<file path="src/rtl/mips_multicycle_ctrl_pkg.sv">
// Shared encodings for the multicycle MIPS controller: FSM states, ALU operation
// codes, opcode/funct constants and datapath mux select codes.
package mips_multicycle_ctrl_pkg;

    typedef enum logic [3:0] {
        S_RST_HOLD = 4'd0,
        S_FETCH    = 4'd1,
        S_DECODE   = 4'd2,
        S_RTYPE_EX = 4'd3,
        S_RTYPE_WB = 4'd4,
        S_IMM_EX   = 4'd5,
        S_IMM_WB   = 4'd6,
        S_MEMADDR  = 4'd7,
        S_MEMREAD  = 4'd8,
        S_MEMWRITE = 4'd9,
        S_MEM_WB   = 4'd10,
        S_BRANCH   = 4'd11,
        S_JUMP     = 4'd12,
        S_JR       = 4'd13
    } state_t;

    localparam logic [3:0] ALU_AND = 4'd0;
    localparam logic [3:0] ALU_OR  = 4'd1;
    localparam logic [3:0] ALU_NOR = 4'd2;
    localparam logic [3:0] ALU_ADD = 4'd3;
    localparam logic [3:0] ALU_SUB = 4'd4;
    localparam logic [3:0] ALU_SLL = 4'd5;
    localparam logic [3:0] ALU_SRL = 4'd6;
    localparam logic [3:0] ALU_LUI = 4'd7;

    localparam logic [5:0] OP_RTYPE = 6'h00;
    localparam logic [5:0] OP_J     = 6'h02;
    localparam logic [5:0] OP_JAL   = 6'h03;
    localparam logic [5:0] OP_BEQ   = 6'h04;
    localparam logic [5:0] OP_BNE   = 6'h05;
    localparam logic [5:0] OP_ADDI  = 6'h08;
    localparam logic [5:0] OP_ANDI  = 6'h0C;
    localparam logic [5:0] OP_ORI   = 6'h0D;
    localparam logic [5:0] OP_LUI   = 6'h0F;
    localparam logic [5:0] OP_LW    = 6'h23;
    localparam logic [5:0] OP_SW    = 6'h2B;

    localparam logic [5:0] FN_SLL = 6'h00;
    localparam logic [5:0] FN_SRL = 6'h02;
    localparam logic [5:0] FN_JR  = 6'h08;
    localparam logic [5:0] FN_ADD = 6'h20;
    localparam logic [5:0] FN_SUB = 6'h22;
    localparam logic [5:0] FN_AND = 6'h24;
    localparam logic [5:0] FN_OR  = 6'h25;
    localparam logic [5:0] FN_NOR = 6'h27;

    localparam logic [1:0] SRCB_B       = 2'd0;
    localparam logic [1:0] SRCB_FOUR    = 2'd1;
    localparam logic [1:0] SRCB_IMM     = 2'd2;
    localparam logic [1:0] SRCB_IMM_SH2 = 2'd3;

    localparam logic [1:0] PCS_ALURES = 2'd0;
    localparam logic [1:0] PCS_ALUOUT = 2'd1;
    localparam logic [1:0] PCS_JUMP   = 2'd2;
    localparam logic [1:0] PCS_REG    = 2'd3;

    localparam logic [1:0] RD_RT = 2'd0;
    localparam logic [1:0] RD_RD = 2'd1;
    localparam logic [1:0] RD_RA = 2'd2;

    localparam logic [1:0] M2R_ALUOUT = 2'd0;
    localparam logic [1:0] M2R_MDR    = 2'd1;
    localparam logic [1:0] M2R_PC     = 2'd2;

    function automatic logic is_legal(input logic [5:0] op, input logic [5:0] fn);
        case (op)
            OP_RTYPE: return fn inside {FN_ADD, FN_SUB, FN_AND, FN_OR, FN_NOR,
                                        FN_SLL, FN_SRL, FN_JR};
            OP_J, OP_JAL, OP_BEQ, OP_BNE, OP_ADDI, OP_ANDI, OP_ORI, OP_LUI,
            OP_LW, OP_SW: return 1'b1;
            default: return 1'b0;
        endcase
    endfunction

endpackage

</file>
<file path="src/rtl/mips_multicycle_ctrl_alu_op_decode.sv">
// Combinational ALU operation and immediate-extension select, derived from the
// controller state and the instruction's opcode/funct fields.
module mips_alu_op_decode
    import mips_multicycle_ctrl_pkg::*;
(
    input  logic [3:0] i_state,
    input  logic [5:0] i_opcode,
    input  logic [5:0] i_funct,
    output logic [3:0] o_alu_op,
    output logic       o_ext_op
);

    state_t w_state;
    assign w_state = state_t'(i_state);

    always_comb begin
        o_alu_op = ALU_AND;
        o_ext_op = 1'b0;
        case (w_state)
            S_RST_HOLD, S_FETCH, S_DECODE, S_MEMADDR: o_alu_op = ALU_ADD;
            S_BRANCH: o_alu_op = ALU_SUB;
            S_RTYPE_EX: begin
                case (i_funct)
                    FN_ADD:  o_alu_op = ALU_ADD;
                    FN_SUB:  o_alu_op = ALU_SUB;
                    FN_AND:  o_alu_op = ALU_AND;
                    FN_OR:   o_alu_op = ALU_OR;
                    FN_NOR:  o_alu_op = ALU_NOR;
                    FN_SLL:  o_alu_op = ALU_SLL;
                    FN_SRL:  o_alu_op = ALU_SRL;
                    default: o_alu_op = ALU_ADD;
                endcase
            end
            // Logical immediates and lui take the zero-extended immediate
            S_IMM_EX: begin
                case (i_opcode)
                    OP_ANDI: begin o_alu_op = ALU_AND; o_ext_op = 1'b1; end
                    OP_ORI:  begin o_alu_op = ALU_OR;  o_ext_op = 1'b1; end
                    OP_LUI:  begin o_alu_op = ALU_LUI; o_ext_op = 1'b1; end
                    default: o_alu_op = ALU_ADD;
                endcase
            end
            default: ;
        endcase
    end

endmodule

</file>
<file path="src/rtl/mips_multicycle_ctrl.sv">
// Multicycle MIPS control FSM: sequences FETCH..WRITEBACK, stalls on MemReady and
// decodes datapath enables/selects from the state register.
module mips_multicycle_ctrl
    import mips_multicycle_ctrl_pkg::*;
(
    input  logic       clk,
    input  logic       reset,
    input  logic [5:0] Opcode,
    input  logic [5:0] Funct,
    input  logic       Zero,
    input  logic       MemReady,
    output logic [3:0] ALUOperation,
    output logic       ALUSrcA,
    output logic [1:0] ALUSrcB,
    output logic       ExtOp,
    output logic       IorD,
    output logic       MemRead,
    output logic       MemWrite,
    output logic       IRWrite,
    output logic       PCWrite,
    output logic [1:0] PCSource,
    output logic       RegWrite,
    output logic [1:0] RegDst,
    output logic [1:0] MemtoReg,
    output logic       IllegalInstr
);

    state_t r_state;
    logic   w_illegal;

    assign w_illegal = !is_legal(Opcode, Funct);

    always_ff @(posedge clk) begin
        if (!reset) begin
            r_state <= S_RST_HOLD;
        end else begin
            case (r_state)
                S_RST_HOLD: r_state <= S_FETCH;
                S_FETCH:    if (MemReady) r_state <= S_DECODE;
                S_DECODE: begin
                    if (w_illegal) begin
                        r_state <= S_FETCH;
                    end else begin
                        case (Opcode)
                            OP_RTYPE:       r_state <= (Funct == FN_JR) ? S_JR : S_RTYPE_EX;
                            OP_LW, OP_SW:   r_state <= S_MEMADDR;
                            OP_BEQ, OP_BNE: r_state <= S_BRANCH;
                            OP_J, OP_JAL:   r_state <= S_JUMP;
                            default:        r_state <= S_IMM_EX;
                        endcase
                    end
                end
                S_RTYPE_EX: r_state <= S_RTYPE_WB;
                S_IMM_EX:   r_state <= S_IMM_WB;
                S_MEMADDR:  r_state <= (Opcode == OP_LW) ? S_MEMREAD : S_MEMWRITE;
                S_MEMREAD:  if (MemReady) r_state <= S_MEM_WB;
                S_MEMWRITE: if (MemReady) r_state <= S_FETCH;
                default:    r_state <= S_FETCH;
            endcase
        end
    end

    mips_alu_op_decode u_alu_op_decode (
        .i_state  (r_state),
        .i_opcode (Opcode),
        .i_funct  (Funct),
        .o_alu_op (ALUOperation),
        .o_ext_op (ExtOp)
    );

    always_comb begin
        ALUSrcA      = 1'b0;
        ALUSrcB      = SRCB_B;
        IorD         = 1'b0;
        MemRead      = 1'b0;
        MemWrite     = 1'b0;
        IRWrite      = 1'b0;
        PCWrite      = 1'b0;
        PCSource     = PCS_ALURES;
        RegWrite     = 1'b0;
        RegDst       = RD_RT;
        MemtoReg     = M2R_ALUOUT;
        IllegalInstr = 1'b0;
        case (r_state)
            // IR and PC only load once memory has delivered the instruction
            S_FETCH: begin
                MemRead = 1'b1;
                ALUSrcB = SRCB_FOUR;
                IRWrite = MemReady;
                PCWrite = MemReady;
            end
            S_DECODE: begin
                ALUSrcB      = SRCB_IMM_SH2;
                IllegalInstr = w_illegal;
            end
            S_RTYPE_EX: ALUSrcA = 1'b1;
            S_RTYPE_WB: begin
                RegDst   = RD_RD;
                RegWrite = 1'b1;
            end
            S_IMM_EX, S_MEMADDR: begin
                ALUSrcA = 1'b1;
                ALUSrcB = SRCB_IMM;
            end
            S_IMM_WB: RegWrite = 1'b1;
            S_MEMREAD: begin
                IorD    = 1'b1;
                MemRead = 1'b1;
            end
            S_MEMWRITE: begin
                IorD     = 1'b1;
                MemWrite = 1'b1;
            end
            S_MEM_WB: begin
                MemtoReg = M2R_MDR;
                RegWrite = 1'b1;
            end
            S_BRANCH: begin
                ALUSrcA  = 1'b1;
                PCSource = PCS_ALUOUT;
                PCWrite  = (Opcode == OP_BEQ) ? Zero : !Zero;
            end
            S_JUMP: begin
                PCSource = PCS_JUMP;
                PCWrite  = 1'b1;
                if (Opcode == OP_JAL) begin
                    RegDst   = RD_RA;
                    MemtoReg = M2R_PC;
                    RegWrite = 1'b1;
                end
            end
            S_JR: begin
                PCSource = PCS_REG;
                PCWrite  = 1'b1;
            end
            default: ;
        endcase
    end

endmodule

</file>
<file path="config.mk">
export PLATFORM = sky130hd
export DESIGN_NAME = mips_multicycle_ctrl
export DESIGN_NICKNAME = d
export VERILOG_FILES = /design/src/rtl/mips_multicycle_ctrl_pkg.sv /design/src/rtl/mips_multicycle_ctrl_alu_op_decode.sv /design/src/rtl/mips_multicycle_ctrl.sv
export SDC_FILE = /design/constraint.sdc
export NUM_CORES = 1
export LEC_CHECK = 0
export CAP_MARGIN = 20
export CORE_MARGIN = 8
export CORE_UTILIZATION = 40
export DETAILED_ROUTE_END_ITERATION = 6
export PLACE_DENSITY_LB_ADDON = 0.08
export SLEW_MARGIN = 0
export SYNTH_ARGS = -nofsm -noshare
export SYNTH_HDL_FRONTEND = slang
export SYNTH_HIERARCHICAL = 1
export SYNTH_SLANG_ARGS = --single-unit
</file>
<file path="constraint.sdc">
create_clock -name clk -period 2.22 [get_ports clk]
set_clock_uncertainty 0.2 [all_clocks]
set_input_delay 0.555 -clock clk [delete_from_list [all_inputs] [get_ports clk]]
set_output_delay 0.555 -clock clk [all_outputs]
set_load 0.05 [all_outputs]
</file>
==> reports/metrics.csv, run 1 <==
metric,value,unit
outcome,stopped before the end,
Stop stage,5_1_grt,
Log Error,"[ERROR DPL-0038] Utilization greater than 100%, impossible to legalize",
DP Worst Slack,-0.718,ns
largest net degree at the start of global routing,19,
clk buf depth,2,
cell count after synthesis,139,
Worst End Pin Type,top-level output,
dpl hpwl,2890,um
I/O Pins,37,
Clock Tree Root,clkbuf_4,
worst_ep grt,RegDst[1],
num rows,18,
Yosys reg bits,4,
Initial Util,0.410,
Synth area leader,dfxtp_1,
largest cells by area after synthesis,"dfxtp_1 8.1%, nor2_1 5.7%, a21oi_1 4.1%",
syn_nets,155,
CTS sink count,4,
syn avg cell area,7.10,um2
Die Ht,65.7,um
Final Wtd Congestion,0.841,
Unique masters post-synth,55,
number of I/O port buffers,35,
asr flop ratio synth,0,
Post-synth EDFFs,0,
"Seq/Total Area, Yosys",0.0811,
hold buffers post-CTS,0,
Synth top area share,0.0811,
total of warnings raised by yosys,6,
Horiz. Die Dim,65.7,um
Synth Flop Type,dfxtp_1,
H-Tree Depth,1,
Post-Syn Area,987,um2
TritonCTS buffer count,3,
stage by stage:
| stage | std cells | hold WS (ns) | instance area (um2) | setup TNS, ns |
|---|---|---|---|---|
| 4_1_cts | 256 | 0.476 | 2310 | -1.94 |
| 3_5_place_dp | 226 | 0.614 | 1890 | -6.44 |
| 3_3_place_gp | 226 | 0.581 | 1890 | -6.11 |
| 2_1_floorplan | 139 | 0.477 | 1170 | -1.75 |
synthesized netlist by cell type, drive strengths merged, types with 2 or more instances:
master and number:
xnor2 2, nor4 4, a311o 3, o41ai 2
nor4b 3, o211ai 3, nand3b 6, nand2b 2
a31oi 3, buf 11, and3 3, a31o 2
a21oi 8, nor2 15, clkbuf 3, o32ai 2
nor3b 3, o21ai 8, nor3 6, inv 8
nand4 4, nand2 9, dfxtp 4, xor2 3
and2 4
logic make-up after synthesis:
logic type	count (synthesis)	share of synthesized area
simple gates	66	0.431
compound gates	40	0.308
xor+xnor	5	0.0444
other cells	1	0.00380
buf+inv	22	0.122
flops	4	0.0811
mux	1	0.0101
repair_timing:
| item | in CTS |
|---|---|
| pin swaps | 29 |
| hold endpoints to repair | 0 |
| setup buffers | 27 |
| gates resized for setup | 99 |
| setup endpoints to repair | 20 |
==> inputs of run 2 (changes only) <==
--- a/config.mk
+++ b/config.mk
@@ -7,9 +7,9 @@
 export LEC_CHECK = 0
 export CAP_MARGIN = 20
 export CORE_MARGIN = 8
-export CORE_UTILIZATION = 40
+export CORE_UTILIZATION = 25
 export DETAILED_ROUTE_END_ITERATION = 6
-export PLACE_DENSITY_LB_ADDON = 0.08
+export PLACE_DENSITY_LB_ADDON = 0.15
 export SLEW_MARGIN = 0
 export SYNTH_ARGS = -nofsm -noshare
 export SYNTH_HDL_FRONTEND = slang
==> reports/metrics.csv, run 2 <==
metric,value,unit,change
TritonCTS buffer count,3,,unchanged
DR vias/cell,5.22,,
Final WS setup,-0.332,ns,
"commonest non-fill, non-tap cells in the layout","42 x buf_4, 17 x buf_12, 12 x buf_6, 10 x nor2_1, 8 x nand2_1",,
Hold EP,r_state[1]$_SDFFE_PN0P_,,
TritonRoute pass-1 iters,4,,
Top Registers,r_state: 4 flops,,
Horiz. Die Dim,78.8,um,was 65.7 um
ANT cells,0,,
num rows,23,,was 18
Post-synth EDFFs,0,,unchanged
Post-Syn Area,987,um2,unchanged
most common cell in the netlist,nor2_1,,unchanged
Leakage,0.889,nW,
Vias,1368,,
Synth top area share,0.0811,,unchanged
fillers,363,,
Initial Util,0.252,,was 0.410
Hold Crit Start,r_state[1]$_SDFFE_PN0P_,,
Seq pwr share,0.141,,
nets,230,,
f_max,0.392,GHz,
Final TNS setup,-1.66,ns,
syn avg cell area,7.10,um2,unchanged
NetSw,0.000211,W,
endpoints failing setup,9,,
Final Wtd Congestion,0.835,,was 0.841
post-route ant nets,0,,
Required @ worst endpoint,1.46,ns,
largest cells by area after synthesis,"dfxtp_1 8.1%, nor2_1 5.7%, a21oi_1 4.1%",,unchanged
dpl cell area,1870,um2,was 1890 um2
Iter 0 DRT Violations,67,,
CTS sink count,4,,unchanged
failing checks,setup timing,,
CORE AREA,3910,um2,
Net Sw Frac,0.382,,
Final period util,1.15,,
clk buf depth,2,,unchanged
"Most flops, register",r_state,,
worst-path maximum fanout,2,,
Fin. Hold Viols,0,,
Die Ht,78.8,um,was 65.7 um
Pwr Total,0.000553,W,
layout cells sized above 1,0.608,,
CTS clock-pin slew for the worst setup and hold paths,0.03,ns,
H-Tree Depth,1,,unchanged
Final Instance Area,2230,um2,
"Slew Viols, Final",0,,
"most common cell after layout, fill and taps aside",buf_4,,
area of the multi-input gates,1070,um2,
CP endpoint kind,output port,,
setup repair after global routing missed its margin,yes,,
GRT Residual Overflow,0,,
Critical path origin,Opcode[4],,
Min-Delay Path Depth,3,,
Synth Flop Type,dfxtp_1,,unchanged
I/O Pins,37,,unchanged
asr flop ratio synth,0,,unchanged
arrival time of the worst setup path,1.80,ns,
CTS tree,yes,,
hold crit path type,reg -> reg,,
"Seq/Total Area, Yosys",0.0811,,unchanged
Pint,0.000341,W,
total of warnings raised by yosys,6,,unchanged
DRC,0,,
Clock Tree Root,clkbuf_8,,was clkbuf_4
Finished Layout Cells,262,,
Crit Path Category,in -> out,,
DP Worst Slack,-0.766,ns,was -0.718 ns
outcome,"finished, violations left",,was stopped before the end
drt wl/cell,15.3,um,
Seq. cell area,92.6,um2,
die area,6220,um2,
Clock power frac,0.289,,
Unique masters post-synth,55,,unchanged
Layout area overhead,126,%,
gr usage total,0.129,,
max reg flops,4,,
max cap viols,0,,
initial antenna violation count,0,,
"Clk Latency, worst-skew pair",0.22,ns,
dpl hpwl,2920,um,was 2890 um
first-pass GRT wire length,6550,um,
placed instance count,241,,was 226
Reg2Reg Launch Point,r_state[1]$_SDFFE_PN0P_,,
syn_nets,155,,unchanged
Synth area leader,dfxtp_1,,unchanged
Commonest cells post-synth,"15 x nor2_1, 9 x nand2_1, 8 x a21oi_1, 7 x inv_1, 6 x o21ai_0",,unchanged
number of I/O port buffers,35,,unchanged
Worst R2R Setup Slack,0.42,ns,
Max VDD drop,0.000152,V,
final period demand of the worst path,2.55,ns,
R2R Path End,r_state[3]$_SDFFE_PN0P_,,
Logic pwr share,0.570,,
cell count after synthesis,139,,unchanged
largest net degree at the start of global routing,16,,
vias in the first global route,1378,,
Yosys reg bits,4,,unchanged
drt total wl,4010,um,
R2R cell count,7,,
PwrDens,248,nW/um2,
type of origin of the critical path,input port,,
[run 2: cell counts after synthesis]
No cell type changed its count.
[run 2: worst max-delay path by stage]
stage | endpoint
after floorplan | RegDst[1]
after global placement | PCWrite
after detailed placement | PCWrite
after CTS | PCWrite
after global routing | PCWrite
final | PCWrite
[run 2: logic make-up (layout without fill, tap and decap cells)]
family                 after synthesis  in the layout  share of synthesized area
buffers and inverters               22             95                      0.122
other                                1              1                    0.00380
AND/OR/NAND/NOR                     66             66                      0.431
multiplexers                         1              1                     0.0101
AO/OA/AOI/OAI                       40             40                      0.308
XOR/XNOR                             5              5                     0.0444
flip-flops                           4              4                     0.0811
[run 2: worst max-delay path: stages]
cell and delay [ns]:
buf_8 0.10, nor3_4 0.19, nand4_1 0.13, xor2_1 0.19, a31oi_2 0.14, o32ai_4 0.32
buf_12 0.17
[run 2: timing repair]
action                     4_1_cts  5_1_grt
setup endpoints to repair       20       15
pin swaps                       22       20
gates cloned                     0        0
resized for setup               80       30
hold buffers                     0        0
setup buffers                    9        9
[run 2: routing by layer]
metal,vias to the layer above,wire length [um],track usage
li1,669,-,-
met4,0,48,0.0333
met1,655,1640,0.144
met3,7,272,0.0418
met5,-,0,0
met2,37,2050,0.230
[run 2: through the flow]
stage / hold slack, ns / util
after floorplan: 0.477 / -
after global placement: 0.583 / 0.477
after detailed placement: 0.589 / 0.477
after CTS: 0.475 / 0.523
after global routing: 0.512 / 0.570
final: 0.466 / 0.570
[run 2: layout make-up]
class / instances / area share
flip-flops and latches: 4 / 0.0415
multi-input cells: 113 / 0.478
inverters: 8 / 0.0135
clock buffers: 3 / 0.0185
well taps: 50 / 0.0280
repair buffers: 84 / 0.421
[run 2: power by group through the flow]
stage | registers, W | clock network, W | logic [W]
2_1_floorplan | 0.0000791 | 0 | 0.000152
3_3_place_gp | 0.0000808 | 0 | 0.000269
3_5_place_dp | 0.0000809 | 0 | 0.000273
4_1_cts | 0.0000799 | 0.000166 | 0.000294
5_1_grt | 0.0000782 | 0.000174 | 0.000333
6_report | 0.0000778 | 0.000160 | 0.000315
Note: power is estimated with default switching activity, not from simulation.
==> variant: new RTL, flow settings as in run 2 <==
Make the reset (`reset`) asynchronous in one clocked block.
--- a/src/rtl/mips_multicycle_ctrl.sv
+++ b/src/rtl/mips_multicycle_ctrl.sv
@@ -30,7 +30,7 @@
 
     assign w_illegal = !is_legal(Opcode, Funct);
 
-    always_ff @(posedge clk) begin
+    always_ff @(posedge clk or negedge reset) begin
         if (!reset) begin
             r_state <= S_RST_HOLD;
         end else begin
Behaviour: differs if reset is asserted again (counterexample within 4 cycles, from zero or initial values and one cycle with reset low); with reset held inactive, the same outputs for 10 cycles.
==> variant against run 2 <==
The flow finishes with violations (DRC, setup timing). Cell count shrank 4.6%. Routed wire length shrank 12%. Fmax decreased by 2.0%. Sequential share of layout area up 0.74 points. Highest routed layer unchanged. Cell area down 3.6%. Utilization increased by 8.0 points. Setup slack got worse by 0.051 ns. Sequential cell count unchanged. First-iteration DRC count decreased by 51%. Synthesized area is 13% lower. Largest cell class is now buffers.
Power is left out: it rests on default switching activity, and per cell area and clock period it moved more than threefold.
==> variant: results (changes against run 2) <==
Synthesis
  • Synth top area cells: dfrtp_1 (12%), a21oi_1 (7.0%), nor2_1 (6.1%)
  • Mapped Nets: 141 (-9.0%)
  • Post-Synth XOR/XNOR Area: 0.04082 (-0.003544)
  • Ys flop type: dfrtp_1
  • Synth top cells by count: nor2_1 (14), a21oi_1 (12), nand2_1 (8), nor3_1 (8), o21ai_0 (7)
  • Number of distinct library cells after synthesis: 50 (-9.1%)
  • Multiplexer area fraction after synthesis: 0.02478 (+0.01464)

Setup path
  • Reg2Reg Depth: 7 (unchanged)
  • Worst R2R Start: r_state[1]
  • Reg2reg setup slack: 0.26 ns (-0.16 ns)
  • Crit path DAT: 1.85 ns (+0.05 ns)

STA
  • Hold WS: 0.3124 ns (-0.1539 ns)
  • Setup ws final: -0.3823 ns (-0.05076 ns)
  • Count of final setup violators: 12 (+3)
  • Sum Neg Setup Slack: -1.402 ns (+0.2553 ns)

Worst hold path
  • Worst hold path type: in -> async

Cells and area
  • Fill cells: 281 (-23%)
  • Nets: 221 (-3.9%)
  • Layout cell share with drive strength beyond 1: 0.6373 (+0.02876)

Outcome
  • Failing checks: DRC, setup timing
  • Outcome: finished, violations left

Clocking
  • Clock root cell: clkbuf_4
  • Setup Buffers After CTS: 14 (+5)
  • Skew-Pair Late Insertion Delay: 0.24 ns (+0.02 ns)
  • Post-CTS Resized: 95 (+19%)

Global routing
  • Vias in the first global route: 1288 (-6.5%)
  • Total GRT Usage: 0.1269 (-0.002140)
  • Largest net degree at the start of global routing: 10 (-6)
  • First-pass GRT wire length: 5802 um (-11%)

Placement
  • Post-DP HPWL: 2634 um (-9.9%)
  • Pre-CTS setup slack: -0.8032 ns (-0.03768 ns)

Drt
  • Routed len/inst: 14.12 um (-7.8%)
  • Detailed router's first-iteration violation count: 33 (-51%)
  • Drt drc: 1 (+1)
  • Vias/cell: 5.068 (-2.9%)
  • DR pass1 iterations: 6 (+2)
==> variant: worst max-delay path, stage by stage <==
cell,delay [ns]
buf_6,0.10
nor3_4,0.22
nand2b_4,0.07
or4_1,0.39
o22a_2,0.20
and2_4,0.16
buf_8,0.14
==> variant: metal layers <==
layer	global-route usage	wire, um	vias up
li1	-	-	630
met5	0	0	-
met2	0.2333	1945	24
met1	0.1448	1396	611
met4	0.03261	16	0
met3	0.02291	172	2
==> variant: area by class of cell <==
cell class                 count  area [sq um]  share of cell area
sequential                     4         105.1             0.04884
tap                           46         57.56             0.02674
inverter                       2         7.507            0.003488
timing repair buffer          85         980.9              0.4558
multi-input combinational    109         974.7              0.4529
clock buffer                   4         26.28             0.01221
==> variant: stage by stage <==
step                      instance area, sq um  std cells
after global placement                    1798        230
final                                     2152        250
after global routing                      2152        250
after CTS                                 2082        248
after floorplan                          991.0        125
after detailed placement                  1798        230
